**config.mk**
```make
export PLATFORM = sky130hd
export DESIGN_NAME = inst_sequencer
export DESIGN_NICKNAME = d
export VERILOG_FILES = /design/src/rtl/inst_sequencer.sv
export SDC_FILE = /design/constraint.sdc
export NUM_CORES = 1
export LEC_CHECK = 0
export ABC_AREA = 1
export ABC_CLOCK_PERIOD_IN_PS = 1750
export BUFFER_PORTS_ARGS = -buffer_cell sky130_fd_sc_hd__buf_2
export CORE_UTILIZATION = 35
export DETAILED_ROUTE_END_ITERATION = 10
export PLACE_DENSITY = 0.66
export SLEW_MARGIN = 20
export SYNTH_ARGS = -nofsm -noshare
export SYNTH_HDL_FRONTEND = slang
export SYNTH_SLANG_ARGS = --single-unit
export TNS_END_PERCENT = 20
```
**constraint.sdc**
```tcl
create_clock -name clk -period 1.75 [get_ports clk]
set_input_delay 0.175 -clock clk [delete_from_list [all_inputs] [get_ports clk]]
set_output_delay 0.175 -clock clk [all_outputs]
set_load 0.02 [all_outputs]
```
**src/rtl/inst_sequencer.sv**
```systemverilog
// ---------------------------------------------------------------------------
// inst_sequencer
//   Drives the core's 20-bit instruction bus and its mem_in row port. It
//   replaces bench-driven control. On start it first streams total_cycle Q
//   rows and then col K rows from a valid/ready source into qmem/kmem. It
//   then plays out the fixed schedule:
//     K load -> execute -> ofifo->pmem -> SFP accumulate -> SFP divide/writeback
//
// Ports
//   clk       rising-edge clock
//   reset     synchronous, active-high; aborts any job in progress
//   start     job request, sampled only in IDLE
//   in_valid  in_data holds a Q/K row
//   in_ready  a row is accepted this cycle (combinational from state)
//   in_data   row, element j at [j*bw +: bw]
//   mem_in    registered row presented to the core
//   inst      registered instruction word:
//               [19]wr2pmem [18]div [17]acc [16]ofifo_rd
//               [15:12]qkmem_add [11:8]pmem_add [7]execute [6]load
//               [5]qmem_rd [4]qmem_wr [3]kmem_rd [2]kmem_wr [1]pmem_rd [0]pmem_wr
//   busy      high in every state except IDLE
//   done      high for the single cycle spent in DONE
//   phase     current state encoding, for debug
//
// Handshake: a row transfers on a rising edge where in_valid && in_ready are
// both high. in_ready is high only in Q_WR/K_WR. in_valid is ignored in
// every other state. The source may hold or drop in_valid at any time.
// ---------------------------------------------------------------------------
module inst_sequencer #(
  parameter int total_cycle = 8,
  parameter int col         = 8,
  parameter int pr          = 8,
  parameter int bw          = 8,
  parameter int gap_cyc     = 10
) (
  input  logic             clk,
  input  logic             reset,
  input  logic             start,
  input  logic             in_valid,
  output logic             in_ready,
  input  logic [pr*bw-1:0] in_data,
  output logic [pr*bw-1:0] mem_in,
  output logic [19:0]      inst,
  output logic             busy,
  output logic             done,
  output logic [3:0]       phase
);

  typedef enum logic [3:0] {
    S_IDLE  = 4'd0,
    S_Q_WR  = 4'd1,
    S_K_WR  = 4'd2,
    S_LOAD  = 4'd3,
    S_GAP1  = 4'd4,
    S_EXEC  = 4'd5,
    S_GAP2  = 4'd6,
    S_OFIFO = 4'd7,
    S_ACC   = 4'd8,
    S_DIV   = 4'd9,
    S_DONE  = 4'd10
  } state_t;

  localparam int B_WR2PMEM  = 19;
  localparam int B_DIV      = 18;
  localparam int B_ACC      = 17;
  localparam int B_OFIFO_RD = 16;
  localparam int B_EXECUTE  = 7;
  localparam int B_LOAD     = 6;
  localparam int B_QMEM_RD  = 5;
  localparam int B_QMEM_WR  = 4;
  localparam int B_KMEM_RD  = 3;
  localparam int B_KMEM_WR  = 2;
  localparam int B_PMEM_RD  = 1;
  localparam int B_PMEM_WR  = 0;

  localparam logic [7:0] TC       = 8'(total_cycle);
  localparam logic [7:0] TC2      = 8'(2 * total_cycle);
  localparam logic [7:0] COLS     = 8'(col);
  localparam logic [7:0] GAP_LAST = 8'(gap_cyc - 1);
  // DIV: 1 divide cycle, 3 read cycles, then total_cycle+1 slots of 4 cycles.
  localparam logic [7:0] DIV_LAST = 8'(4 * total_cycle + 7);

  state_t     state;
  logic [7:0] cnt;

  // Derived counter views: LOAD reads address c-1; DIV slots start at c=4.
  logic [3:0] cnt_m1;
  logic [5:0] div_rel;
  logic [3:0] div_k;
  logic [3:0] div_k1;

  assign cnt_m1  = 4'(cnt - 8'd1);
  assign div_rel = 6'(cnt - 8'd4);
  assign div_k   = div_rel[5:2];
  assign div_k1  = div_k + 4'd1;

  assign in_ready = (state == S_Q_WR) || (state == S_K_WR);
  assign busy     = (state != S_IDLE);
  assign phase    = state;

  always_ff @(posedge clk) begin
    if (reset) begin
      state  <= S_IDLE;
      cnt    <= '0;
      inst   <= '0;
      mem_in <= '0;
      done   <= 1'b0;
    end else begin
      // Every cycle not explicitly driving a field issues a zero instruction.
      inst <= '0;
      done <= 1'b0;
      case (state)
        S_IDLE: begin
          if (start) begin
            state <= S_Q_WR;
            cnt   <= '0;
          end
        end

        S_Q_WR, S_K_WR: begin
          if (in_valid) begin
            mem_in          <= in_data;
            inst[15:12]     <= cnt[3:0];
            if (state == S_Q_WR) begin
              inst[B_QMEM_WR] <= 1'b1;
              if (cnt == TC - 8'd1) begin
                cnt   <= '0;
                state <= S_K_WR;
              end else begin
                cnt <= cnt + 8'd1;
              end
            end else begin
              inst[B_KMEM_WR] <= 1'b1;
              if (cnt == COLS - 8'd1) begin
                cnt   <= '0;
                state <= S_LOAD;
              end else begin
                cnt <= cnt + 8'd1;
              end
            end
          end
        end

        S_LOAD: begin
          // load stays up one cycle past the last kmem read so the final
          // K row reaches the array before load drops.
          if (cnt <= COLS + 8'd1) inst[B_LOAD] <= 1'b1;
          if (cnt >= 8'd1 && cnt <= COLS) begin
            inst[B_KMEM_RD] <= 1'b1;
            inst[15:12]     <= cnt_m1;
          end
          if (cnt == COLS + 8'd2) begin
            cnt   <= '0;
            state <= S_GAP1;
          end else begin
            cnt <= cnt + 8'd1;
          end
        end

        S_GAP1, S_GAP2: begin
          if (cnt == GAP_LAST) begin
            cnt   <= '0;
            state <= (state == S_GAP1) ? S_EXEC : S_OFIFO;
          end else begin
            cnt <= cnt + 8'd1;
          end
        end

        S_EXEC: begin
          if (cnt < TC) begin
            inst[B_EXECUTE] <= 1'b1;
            inst[B_QMEM_RD] <= 1'b1;
            inst[15:12]     <= cnt[3:0];
          end
          if (cnt == TC) begin
            cnt   <= '0;
            state <= S_GAP2;
          end else begin
            cnt <= cnt + 8'd1;
          end
        end

        S_OFIFO: begin
          if (cnt < TC) begin
            inst[B_OFIFO_RD] <= 1'b1;
            inst[B_PMEM_WR]  <= 1'b1;
            inst[11:8]       <= cnt[3:0];
          end
          if (cnt == TC) begin
            cnt   <= '0;
            state <= S_ACC;
          end else begin
            cnt <= cnt + 8'd1;
          end
        end

        S_ACC: begin
          // Each pmem row is read twice: the SFP accumulator needs two beats.
          if (cnt < TC2) begin
            inst[B_PMEM_RD] <= 1'b1;
            inst[B_ACC]     <= 1'b1;
            inst[11:8]      <= cnt[4:1];
          end
          if (cnt == TC2) begin
            cnt   <= '0;
            state <= S_DIV;
          end else begin
            cnt <= cnt + 8'd1;
          end
        end

        S_DIV: begin
          if (cnt == 8'd0) begin
            inst[B_DIV] <= 1'b1;
          end else if (cnt <= 8'd3) begin
            inst[B_PMEM_RD] <= 1'b1;
          end else begin
            // Slot k: write row k back while already reading row k+1, so
            // normalized rows end up shifted to pmem 1..total_cycle.
            inst[B_PMEM_RD]  <= 1'b1;
            inst[B_WR2PMEM]  <= 1'b1;
            case (div_rel[1:0])
              2'd0: begin
                inst[B_DIV]     <= 1'b1;
                inst[B_PMEM_WR] <= 1'b1;
                inst[11:8]      <= div_k;
              end
              2'd1: begin
                inst[B_DIV] <= 1'b1;
                inst[11:8]  <= div_k1;
              end
              default: inst[11:8] <= div_k1;
            endcase
          end
          if (cnt == DIV_LAST) begin
            cnt   <= '0;
            state <= S_DONE;
            done  <= 1'b1;
          end else begin
            cnt <= cnt + 8'd1;
          end
        end

        S_DONE: begin
          state <= S_IDLE;
        end

        default: begin
          state <= S_IDLE;
          cnt   <= '0;
        end
      endcase
    end
  end

endmodule

```
==> results.md <==
- Die Area: 12170 sq um
- Initial antenna violation count: 0
- Post-Route WL: 10900 um
- Synthesized instance count: 556
- Initial core utilization: 35.96%
- Top_reg_cell synth: dfxtp_1
- Ports: 159
- Met1 Usage GRT: 22.78%
- Fillers: 1164
- Placed insts: 846
- Core ar.: 11420 sq um
- # DRC: 0
- Max cap viols: 0
- 1st-pass router iterations: 4
- Worst VDD drop: 0.8293 mV
- Met2 Usage GRT: 28.04%
- Multi-input gate area: 1893 sq um
- Register area: 1929 sq um
- Bufs on Longest Clock Path: 2
- Least-Margin Pin Slew: 0.5859 ns
- Ys async rst share: 0%
- Die Ht: 110.3 um
- Worst endpoint required time: 1.99 ns
- Most frequent cells in the layout: nor2_1, buf_2, dfxtp_1
- Pint: 4.785 mW
- Net Sw Frac: 41.02%
- Vias in the first global route: 3567
- Clock Sinks: 96
- Finished Layout Cells: 864
- Critical path class: reg2reg
- Most common cell after layout, fill and taps aside: nor2_1
- Max Fclk: 611.7 MHz
- DR vias/cell: 4.638
- Min Tclk post-route: 1.635 ns
- Max-slew violation count: 0
- Width of the die: 110.3 um
- Max Fanout on Critical Path: 5
- CTS tree: done
- First-pass GRT wire length: 16710 um
- M3 GR Usage: 4.056%
- Period Utilization, post-route: 93.41%
- Clock Power Share: 22.7%
- Comb power frac: 41.0%
- Max_slew headroom: 60.94%
- CP Launch Type: register
- H-tree Lvls: 3
- Cell row count: 39
- Syn. warnings: 0
- Synth unique cells: 34
- Syn Area/Cell: 7.386 sq um
- Overall power: 8.114 mW
- Port Buf Inserts: 158
- Largest net degree at the start of global routing: 69
- Area grow syn2layout: 31.14%
- Fraction of layout cells with a size suffix above 1: 32.32%
- DR iter-0 viols: 214
- Status: finished clean
- Post-Syn Nets: 633
- Share of power burned in registers: 36.3%
- Clk root buf: clkbuf_16
- Total grt overflow: 0
- Post-DP HPWL: 8035 um
- Overall routing resource usage: 17.85%
- Min-Delay Path Class: in2reg
- Layout Nets: 793
- TritonCTS Buffers: 9
- Synth Cell Area: 4106 sq um
- Gpl congestion: 0.9294
- Synth Register Bits: 96
- Post-Route Skew: 0.007152 ns
- Final hold vios: 0
- Seq/Total Area, Yosys: 46.80%
- ANT nets after route: 0
- CP arrival: 1.87 ns
- Finished Cell Area: 5385 sq um
- Cell taking the most area after synthesis: dfxtp_1
- # diodes: 0
- Worst-Skew Late Latency: 0.35 ns
- Worst reg-to-reg path cell count: 9
- Area after DPL: 5047 sq um
- Power Density: 1507 nW/um^2
- Grt peak-use layer: met2
- Largest cells by area after synthesis: dfxtp_1, nor2_1, o21ai_0
- Net Switching: 3.329 mW
- Hold depth: 3
- Kind of end point of the critical path: register
- Clk slew on worst S/H paths: 0.07 ns
- Yosys top cell area share: 46.80%
- # setup viols final: 0
- Leakage power: 2.639 nW
- Per-cell routed wire length: 12.62 um
- EDFF count, synth: 0
- Via count: 4007
## layer usage
layer  up-vias  share of wire, %  wire (um)
li1       2084                 -          -
met1      1773                45       4925
met2       134                47       5084
met3        16               5.9        648
met4         0               2.2        241
met5         -                 0          0
## worst max-delay path, stage by stage, from the launching register on
cell and delay [ns]:
dfxtp_2 0.35, buf_4 0.15, nor2_1 0.16, nand2_1 0.16, nor2_1 0.13, nor2_1 0.04
nor2_1 0.17, nand3_4 0.14, nor2_4 0.16, nor2_1 0.06
## final timing paths
path	startpoint	endpoint	slack, ns
worst max-delay path	cnt[1]	cnt[5]	0.12
worst min register to register	mem_in[48]	mem_in[48]	0.48
worst min-delay path	in_data[49]	mem_in[49]	0.06
worst max register to register	cnt[1]	cnt[5]	0.12
## cell usage after synthesis, types with 3 or more instances
master and n:
nor2_1 173, nor3_1 5, nand2_2 6, clkbuf_2 3, xor2_1 6, nor2_2 3
a21oi_1 20, inv_1 31, clkbuf_1 12, dfxtp_1 96, buf_2 4, ha_1 9
nand3_2 4, o21ai_0 64, inv_2 7, o21ai_1 9, nand4_1 3, nand3_1 18
nand2_1 56, buf_6 9, nor2_4 3
## power by group through the flow
stage / clock network, mW / registers [mW] / logic [mW]
3_5_place_dp: 0 / 2.98 / 3.27
3_3_place_gp: 0 / 2.95 / 3.22
6_report: 1.84 / 2.94 / 3.33
5_1_grt: 1.99 / 3.01 / 3.71
4_1_cts: 1.89 / 2.93 / 3.28
2_1_floorplan: 0 / 3.53 / 1.72
## timing repair
| item | CTS | global route |
|---|---|---|
| resized for setup | 0 | 27 |
| hold buffers | 0 | 0 |
| buffers inserted | 0 | 2 |
| endpoints found under the setup margin | 0 | 79 |
## through the flow
stage / utilization (%) / setup TNS [ns] / hold slack, ns / setup WS, ns
2_1_floorplan: - / 0 / 0.3228 / 0.05914
3_3_place_gp: 44.20 / 0 / 0.4093 / 0.1038
3_5_place_dp: 44.20 / 0 / 0.4195 / 0.04944
4_1_cts: 46.58 / 0 / 0.05373 / 0.01748
5_1_grt: 47.16 / -0.008001 / 0.07112 / -0.008001
6_report: 47.16 / 0 / 0.06203 / 0.1153
## cell type report
class / count / area share [%]
Clock buffer: 11 / 4.322
Clock inverter: 5 / 0.7203
Inverter: 38 / 2.649
Multi-Input combinational cell: 393 / 35.15
Sequential cell: 96 / 35.83
Tap cell: 143 / 3.323
Timing Repair Buffer: 178 / 18.01
## sequential cells by signal, summed over array words and instances, names as in the netlist
register / cells
phase: 4
done: 1
mem_in: 64
cnt: 8
inst: 19
## logic make-up after synthesis
logic type,Yosys count,synth area share [%]
adder cells (fa/ha/maj),9,2.742
AND/OR/NAND/NOR,277,28.31
XOR/XNOR,7,1.493
flip-flops,96,46.80
AO/OA/AOI/OAI,100,12.58
buffers and inverters,67,8.074
No activity file was read; power rests on OpenSTA's default activity.
